[src/rtl/mem_arbiter_if.sv]
// Request/response and RAM-port signals between the mem_arbiter and its clients.
// The arbiter takes the slave modport; the requesters plus RAM take the master modport.
interface mem_arbiter_if #(
  parameter int ADDR_WIDTH = 32
);
  logic                  if_req;
  logic [ADDR_WIDTH-1:0] if_addr;
  logic                  if_done;
  logic [31:0]           if_data;
  logic                  lsb_req;
  logic                  lsb_wr;
  logic [1:0]            lsb_size;
  logic [ADDR_WIDTH-1:0] lsb_addr;
  logic [31:0]           lsb_wdata;
  logic                  lsb_done;
  logic [31:0]           lsb_rdata;
  logic [7:0]            mem_din;
  logic [7:0]            mem_dout;
  logic [ADDR_WIDTH-1:0] mem_a;
  logic                  mem_wr;
  logic                  io_buffer_full;

  modport slave (
    input  if_req, if_addr, lsb_req, lsb_wr, lsb_size, lsb_addr, lsb_wdata,
           mem_din, io_buffer_full,
    output if_done, if_data, lsb_done, lsb_rdata, mem_dout, mem_a, mem_wr
  );

  modport master (
    output if_req, if_addr, lsb_req, lsb_wr, lsb_size, lsb_addr, lsb_wdata,
           mem_din, io_buffer_full,
    input  if_done, if_data, lsb_done, lsb_rdata, mem_dout, mem_a, mem_wr
  );
endinterface

[src/rtl/mem_arbiter.sv]
// Shares the byte-wide RAM port between instruction fetch and the load/store buffer.
// Each request is split into 1/2/4 byte beats; reads assemble little-endian, writes stream low byte first.
module mem_arbiter #(
  parameter int         ADDR_WIDTH   = 32,
  parameter logic [1:0] IO_ADDR_MASK = 2'b11
) (
  input  logic         clk_in,
  input  logic         rst_in,
  input  logic         rdy_in,
  input  logic         flush_in,
  mem_arbiter_if.slave bus
);
  typedef enum logic [1:0] {IDLE, IF_RD, LS_RD, LS_WR} state_t;
  localparam logic GRANT_IF  = 1'b0;
  localparam logic GRANT_LSB = 1'b1;

  state_t                r_state,      w_state_next;
  logic                  r_last_grant, w_last_grant_next;
  logic [1:0]            r_cnt,        w_cnt_next;
  logic [1:0]            r_last,       w_last_next;
  logic [31:0]           r_wdata,      w_wdata_next;
  logic [31:0]           r_buf,        w_buf_next;
  logic                  r_if_done,    w_if_done_next;
  logic                  r_lsb_done,   w_lsb_done_next;
  logic [31:0]           r_if_data,    w_if_data_next;
  logic [31:0]           r_lsb_rdata,  w_lsb_rdata_next;
  logic [7:0]            r_mem_dout,   w_mem_dout_next;
  logic [ADDR_WIDTH-1:0] r_mem_a,      w_mem_a_next;
  logic                  r_mem_wr,     w_mem_wr_next;

  logic       w_if_ok;
  logic       w_lsb_ok;
  logic       w_grant_lsb;
  logic       w_grant_if;
  logic [1:0] w_lsb_last;

  // A store into the IO window must wait while the IO write queue is full.
  assign w_lsb_ok    = bus.lsb_req &&
                       !(bus.lsb_wr && (bus.lsb_addr[17:16] == IO_ADDR_MASK) && bus.io_buffer_full);
  assign w_if_ok     = bus.if_req && !flush_in;
  assign w_grant_lsb = w_lsb_ok && (!w_if_ok || (r_last_grant == GRANT_IF));
  assign w_grant_if  = w_if_ok && !w_grant_lsb;

  always_comb begin
    case (bus.lsb_size)
      2'b00:   w_lsb_last = 2'd0;
      2'b01:   w_lsb_last = 2'd1;
      default: w_lsb_last = 2'd3;
    endcase
  end

  always_comb begin
    w_state_next      = r_state;
    w_last_grant_next = r_last_grant;
    w_cnt_next        = r_cnt;
    w_last_next       = r_last;
    w_wdata_next      = r_wdata;
    w_buf_next        = r_buf;
    w_if_done_next    = r_if_done;
    w_lsb_done_next   = r_lsb_done;
    w_if_data_next    = r_if_data;
    w_lsb_rdata_next  = r_lsb_rdata;
    w_mem_dout_next   = r_mem_dout;
    w_mem_a_next      = r_mem_a;
    w_mem_wr_next     = r_mem_wr;

    // With rdy_in low everything, including a pending done pulse, simply holds.
    if (rdy_in) begin
      w_if_done_next  = 1'b0;
      w_lsb_done_next = 1'b0;
      case (r_state)
        IDLE: begin
          w_mem_wr_next = 1'b0;
          if (w_grant_lsb) begin
            w_state_next      = bus.lsb_wr ? LS_WR : LS_RD;
            w_last_grant_next = GRANT_LSB;
            w_mem_a_next      = bus.lsb_addr;
            w_cnt_next        = 2'd0;
            w_last_next       = w_lsb_last;
            w_buf_next        = 32'h0;
            w_mem_wr_next     = bus.lsb_wr;
            w_mem_dout_next   = bus.lsb_wr ? bus.lsb_wdata[7:0] : 8'h00;
            w_wdata_next      = {8'h00, bus.lsb_wdata[31:8]};
          end else if (w_grant_if) begin
            w_state_next      = IF_RD;
            w_last_grant_next = GRANT_IF;
            w_mem_a_next      = bus.if_addr;
            w_cnt_next        = 2'd0;
            w_last_next       = 2'd3;
            w_buf_next        = 32'h0;
          end
        end
        IF_RD: begin
          if (flush_in) begin
            w_state_next = IDLE;
            w_mem_a_next = '0;
          end else begin
            w_buf_next[{r_cnt, 3'b000} +: 8] = bus.mem_din;
            if (r_cnt == r_last) begin
              w_state_next   = IDLE;
              w_if_done_next = 1'b1;
              w_if_data_next = w_buf_next;
            end else begin
              w_cnt_next   = r_cnt + 2'd1;
              w_mem_a_next = r_mem_a + 1'b1;
            end
          end
        end
        LS_RD: begin
          w_buf_next[{r_cnt, 3'b000} +: 8] = bus.mem_din;
          if (r_cnt == r_last) begin
            w_state_next     = IDLE;
            w_lsb_done_next  = 1'b1;
            w_lsb_rdata_next = w_buf_next;
          end else begin
            w_cnt_next   = r_cnt + 2'd1;
            w_mem_a_next = r_mem_a + 1'b1;
          end
        end
        LS_WR: begin
          if (r_cnt == r_last) begin
            w_state_next    = IDLE;
            w_mem_wr_next   = 1'b0;
            w_lsb_done_next = 1'b1;
          end else begin
            w_cnt_next      = r_cnt + 2'd1;
            w_mem_a_next    = r_mem_a + 1'b1;
            w_mem_wr_next   = 1'b1;
            w_mem_dout_next = r_wdata[7:0];
            w_wdata_next    = {8'h00, r_wdata[31:8]};
          end
        end
        default: w_state_next = IDLE;
      endcase
    end
  end

  always_ff @(posedge clk_in or negedge rst_in) begin
    if (!rst_in) begin
      r_state      <= IDLE;
      r_last_grant <= GRANT_IF;
      r_cnt        <= 2'd0;
      r_last       <= 2'd0;
      r_wdata      <= 32'h0;
      r_buf        <= 32'h0;
      r_if_done    <= 1'b0;
      r_lsb_done   <= 1'b0;
      r_if_data    <= 32'h0;
      r_lsb_rdata  <= 32'h0;
      r_mem_dout   <= 8'h00;
      r_mem_a      <= '0;
      r_mem_wr     <= 1'b0;
    end else begin
      r_state      <= w_state_next;
      r_last_grant <= w_last_grant_next;
      r_cnt        <= w_cnt_next;
      r_last       <= w_last_next;
      r_wdata      <= w_wdata_next;
      r_buf        <= w_buf_next;
      r_if_done    <= w_if_done_next;
      r_lsb_done   <= w_lsb_done_next;
      r_if_data    <= w_if_data_next;
      r_lsb_rdata  <= w_lsb_rdata_next;
      r_mem_dout   <= w_mem_dout_next;
      r_mem_a      <= w_mem_a_next;
      r_mem_wr     <= w_mem_wr_next;
    end
  end

  assign bus.if_done   = r_if_done;
  assign bus.if_data   = r_if_data;
  assign bus.lsb_done  = r_lsb_done;
  assign bus.lsb_rdata = r_lsb_rdata;
  assign bus.mem_dout  = r_mem_dout;
  assign bus.mem_a     = r_mem_a;
  assign bus.mem_wr    = r_mem_wr;
endmodule

[src/flat_wrapper.sv]
// flat-port wrapper written by rule: the top's interface ports become plain ports
module mem_arbiter_flat 
#(
  parameter int         ADDR_WIDTH   = 32,
  parameter logic [1:0] IO_ADDR_MASK = 2'b11
)
  (clk_in, rst_in, rdy_in, flush_in, bus_if_req, bus_if_addr, bus_lsb_req, bus_lsb_wr, bus_lsb_size, bus_lsb_addr, bus_lsb_wdata, bus_mem_din, bus_io_buffer_full, bus_if_done, bus_if_data, bus_lsb_done, bus_lsb_rdata, bus_mem_dout, bus_mem_a, bus_mem_wr);
  mem_arbiter_if #(.ADDR_WIDTH(ADDR_WIDTH)) bus_i ();
  input  logic clk_in;
  input  logic rst_in;
  input  logic rdy_in;
  input  logic flush_in;
  input wire logic [$bits(bus_i.if_req)-1:0] bus_if_req;
  input wire logic [$bits(bus_i.if_addr)-1:0] bus_if_addr;
  input wire logic [$bits(bus_i.lsb_req)-1:0] bus_lsb_req;
  input wire logic [$bits(bus_i.lsb_wr)-1:0] bus_lsb_wr;
  input wire logic [$bits(bus_i.lsb_size)-1:0] bus_lsb_size;
  input wire logic [$bits(bus_i.lsb_addr)-1:0] bus_lsb_addr;
  input wire logic [$bits(bus_i.lsb_wdata)-1:0] bus_lsb_wdata;
  input wire logic [$bits(bus_i.mem_din)-1:0] bus_mem_din;
  input wire logic [$bits(bus_i.io_buffer_full)-1:0] bus_io_buffer_full;
  output wire logic [$bits(bus_i.if_done)-1:0] bus_if_done;
  output wire logic [$bits(bus_i.if_data)-1:0] bus_if_data;
  output wire logic [$bits(bus_i.lsb_done)-1:0] bus_lsb_done;
  output wire logic [$bits(bus_i.lsb_rdata)-1:0] bus_lsb_rdata;
  output wire logic [$bits(bus_i.mem_dout)-1:0] bus_mem_dout;
  output wire logic [$bits(bus_i.mem_a)-1:0] bus_mem_a;
  output wire logic [$bits(bus_i.mem_wr)-1:0] bus_mem_wr;
  assign bus_i.if_req = bus_if_req;
  assign bus_i.if_addr = bus_if_addr;
  assign bus_i.lsb_req = bus_lsb_req;
  assign bus_i.lsb_wr = bus_lsb_wr;
  assign bus_i.lsb_size = bus_lsb_size;
  assign bus_i.lsb_addr = bus_lsb_addr;
  assign bus_i.lsb_wdata = bus_lsb_wdata;
  assign bus_i.mem_din = bus_mem_din;
  assign bus_i.io_buffer_full = bus_io_buffer_full;
  assign bus_if_done = bus_i.if_done;
  assign bus_if_data = bus_i.if_data;
  assign bus_lsb_done = bus_i.lsb_done;
  assign bus_lsb_rdata = bus_i.lsb_rdata;
  assign bus_mem_dout = bus_i.mem_dout;
  assign bus_mem_a = bus_i.mem_a;
  assign bus_mem_wr = bus_i.mem_wr;
  mem_arbiter #(.ADDR_WIDTH(ADDR_WIDTH), .IO_ADDR_MASK(IO_ADDR_MASK)) u_core (.clk_in(clk_in), .rst_in(rst_in), .rdy_in(rdy_in), .flush_in(flush_in), .bus(bus_i));
endmodule
[config.mk]
export PLATFORM = sky130hd
export DESIGN_NAME = mem_arbiter_flat
export DESIGN_NICKNAME = d
export VERILOG_FILES = /design/src/rtl/mem_arbiter_if.sv /design/src/rtl/mem_arbiter.sv /design/src/flat_wrapper.sv
export SDC_FILE = /design/constraint.sdc
export NUM_CORES = 1
export LEC_CHECK = 0
export ABC_CLOCK_PERIOD_IN_PS = 4200
export CAP_MARGIN = 40
export CELL_PAD_IN_SITES_DETAIL_PLACEMENT = 1
export CELL_PAD_IN_SITES_GLOBAL_PLACEMENT = 2
export CORE_MARGIN = 2
export CORE_UTILIZATION = 32
export DETAILED_ROUTE_END_ITERATION = 10
export PLACE_DENSITY_LB_ADDON = 0.1
export SLEW_MARGIN = 5
export SYNTH_ARGS = -nofsm -noshare
export SYNTH_HDL_FRONTEND = slang
export SYNTH_SLANG_ARGS = --single-unit
[constraint.sdc]
create_clock -name clk_in -period 4.2 [get_ports clk_in]
set_clock_uncertainty 0.1 [all_clocks]
set_input_delay 1.26 -clock clk_in [delete_from_list [all_inputs] [get_ports clk_in]]
set_output_delay 1.26 -clock clk_in [all_outputs]
set_load 0.05 [all_outputs]
==> results.py <==
metrics = {
    "run_status": {
        "status": "completed",
    },
    "final_layout": {
        "final_nets": 1182,
        "stdcell_count": 1401,
        "fill_cells": 2859,
        "area_delta_synth_final_pct": 39.1,
        "drive_gt1_frac": 0.0663,
        "diodes": 0,
    },
    "setup_path": {
        "max_stage_delay_ns": 0.89,
        "cp.arrival_ns": 1.86,
        "crit_slowest_cell": "clkdlybuf4s50_1",
        "crit_fanout": 9,
        "cp_cell_sequence": "clkdlybuf4s50_1",
        "required_ns": 2.84,
        "start_kind": "flip-flop",
        "path_delay_family": "buffers and inverters",
        "path_class": "reg -> out",
        "path_buf_inv": 1,
        "cp-end-kind": "output port",
    },
    "synth": {
        "yosysMostFrequentCell": "dfrtp_1",
        "yosysUniqueCellTypes": 53,
        "synth_edf_count": 0,
        "yosysTopAreaCell": "dfrtp_1",
        "postSynthCellCount": 858,
        "synth_nets": 982,
        "synth_ff_type": "dfrtp_1",
        "yosysSeqAreaShare": 0.517,
        "synth_area_leaders": "dfrtp_1 52%, o21ai_0 8.6%, nand2_1 5.4%, a22o_1 4.3%, a21oi_1 3.0%",
        "synth_top_area_frac": 0.517,
        "synth-async-reset-ratio": 1.00,
        "ys_ff_latch": 170,
        "yosysWarnings": 0,
        "syn_area_mm2": 0.00823,
        "ys_top_cells_by_count": "170 x dfrtp_1, 142 x o21ai_0, 118 x nand2_1",
        "syn_area_per_cell_um2": 9.59,
    },
    "sta": {
        "finalHoldViolations": 0,
        "rsz0062_at_grt": "no",
        "maxSlewHeadroom": 0.422,
        "fin_setup_tns_ns": 0,
        "report.final.slew_viol_count": 0,
        "max_clock_freq_ghz": 0.310,
        "setup_viol": 0,
        "worst_slew_pin_slew_ns": 0.868,
        "period_needed_ns": 3.22,
        "period_share": 0.767,
        "hold-worst-slack_ns": 0.376,
    },
    "cts": {
        "postCtsHoldBufs": 0,
        "cts_made_buffers": 17,
        "cts_tree": "done",
        "numClockSinks": 170,
        "clock_path_buffers": 2,
        "cts_htree_levels": 4,
        "clk-insertion-delay-late_ns": 0.44,
        "cts_root_buf": "clkbuf_16",
        "cts.repair.resized": 0,
        "cts_setup_buffers": 0,
        "clk_pin_slew_ns": 0.07,
    },
    "route": {
        "wirelength_mm": 25.5,
        "wl_met3_mm": 1.57,
        "top_layer": "met5",
        "wire_per_inst_um": 18.2,
        "drc": 0,
        "drt_iter0_drc": 403,
        "wirelength_met1_mm": 11.4,
        "viasPerCell": 5.08,
        "dr_total_vias": 7120,
        "met2WireLength_mm": 12.3,
        "drt-pass1-iter-count": 5,
        "antenna_left": 0,
    },
    "placed_design": {
        "hpwl_mm": 18.5,
        "placedCellCount": 1369,
        "io_buffers": 220,
        "gp_congestion": 0.801,
    },
    "floorplan": {
        "num_io_pins": 221,
        "die_area_mm2": 0.0270,
        "die_h_um": 164,
        "coreArea_mm2": 0.0252,
        "initial_core_util": 0.327,
        "die_x_um": 164,
        "rows": 58,
    },
    "grt": {
        "grt_pass1_wl_mm": 40.7,
        "gr-total-overflow": 0,
        "grt_usage": 0.194,
        "grt_pass1_vias": 7327,
        "antenna_found_initial": 1,
        "grt_max_degree": 69,
    },
    "power_and_ir_drop": {
        "power_density_mw_per_mm2": 691,
        "ir_drop_uv": 275,
        "p_leak_nw": 4.71,
    },
    "job": {
        "drv_cap": 0,
    },
    "hold_path": {
        "hp-class": "reg -> reg",
    },
}
## sequential cells by signal, summed over array words and instances, names as in the netlist
register,cells
u_core.bus.if_data,32
u_core.bus.if_done,1
u_core.bus.lsb_done,1
u_core.bus.lsb_rdata,32
u_core.bus.mem_a,32
u_core.bus.mem_dout,8
u_core.bus.mem_wr,1
u_core.r_buf,32
u_core.r_cnt,2
u_core.r_last,2
u_core.r_last_grant,1
u_core.r_state,2
u_core.r_wdata,24
## through the flow
step | worst slack [ns] | area, um^2 | utilization | total power [mW]
after floorplan | 1.27 | 8230 | - | 4.95
after global placement | 0.355 | 10800 | 0.429 | 6.29
after detailed placement | 0.540 | 10800 | 0.430 | 6.34
after CTS | 0.958 | 11400 | 0.454 | 8.01
after global routing | 0.847 | 11400 | 0.454 | 8.43
final | 0.979 | 11400 | 0.454 | 7.90
## power by group
part	internal (mW)	switching, mW
clock network	0.870	0.764
registers	2.10	0.431
logic	1.27	2.46
## cells in the final DEF (no fill, tap or decap), types with 3 or more instances in the layout
cell / netlist / routed
clkdlybuf4s50_1: 0 / 219
dfrtp_1: 170 / 170
o21ai_0: 142 / 142
nand2_1: 118 / 118
a21oi_1: 50 / 50
a22o_1: 40 / 40
nor2b_1: 34 / 34
a22oi_1: 24 / 24
inv_1: 21 / 21
buf_4: 1 / 20
mux2i_1: 18 / 18
nand3_1: 19 / 18
a31oi_1: 18 / 17
clkbuf_16: 0 / 17
nor2_1: 14 / 14
o21ai_1: 13 / 13
and3_1: 11 / 11
o31a_1: 11 / 11
nand2b_1: 9 / 9
ha_1: 10 / 9
nand4_1: 8 / 8
nor3_1: 7 / 7
nor4_1: 8 / 7
o22ai_1: 6 / 6
a222oi_1: 4 / 4
a221oi_1: 4 / 4
inv_6: 0 / 4
o41a_1: 3 / 3
clkinv_8: 0 / 3
inv_8: 0 / 3
## final cells by class
cell class                 count  area, um^2  area share
multi-input combinational    604        3660       0.320
clock buffer                  18         439      0.0384
clock inverter                14         173      0.0151
inverter                      21        78.8     0.00689
sequential                   170        4250       0.372
tap                          330         413      0.0361
timing repair buffer         244        2430       0.212
## metal layers
metal,track usage,up-vias
li1,-,3527
met1,0.254,3416
met2,0.319,160
met3,0.0525,15
met4,0.0467,2
met5,0,-
## cells by family (layout without fill, tap and decap cells)
group,Yosys count,in the layout,synth area share
AO/OA/AOI/OAI,334,334,0.259
buffers and inverters,84,297,0.0405
XOR/XNOR,2,2,0.00395
adder cells (fa/ha/maj),10,10,0.0152
multiplexers,19,19,0.0233
flip-flops,170,170,0.517
AND/OR/NAND/NOR,239,239,0.141
## worst paths after layout
check                                       start                  endpoint  slack (ns)  cells after the start
max in group asynchronous                  rst_in   u_core.bus.lsb_rdata[3]        2.43                      2
setup reg to reg                u_core.r_state[1]      u_core.bus.mem_a[13]        1.52                      8
hold reg to reg            u_core.bus.mem_dout[7]    u_core.bus.mem_dout[7]        0.38                      2
setup / recovery              u_core.bus.mem_a[8]              bus_mem_a[8]        0.98                      1
hold / removal             u_core.bus.mem_dout[7]    u_core.bus.mem_dout[7]        0.38                      2
min in group asynchronous                  rst_in  u_core.bus.lsb_rdata[18]        0.70                      1
## worst reg2reg max path, cell delays in order (launching register included)
cell,delay [ns]
dfrtp_1,0.40
ha_2,0.19
buf_4,0.41
nor2_1,0.20
a21o_1,0.23
buf_4,0.21
nor4_1,0.51
a41oi_1,0.18
o21ai_0,0.19
Note: power is estimated with default switching activity, not from simulation.
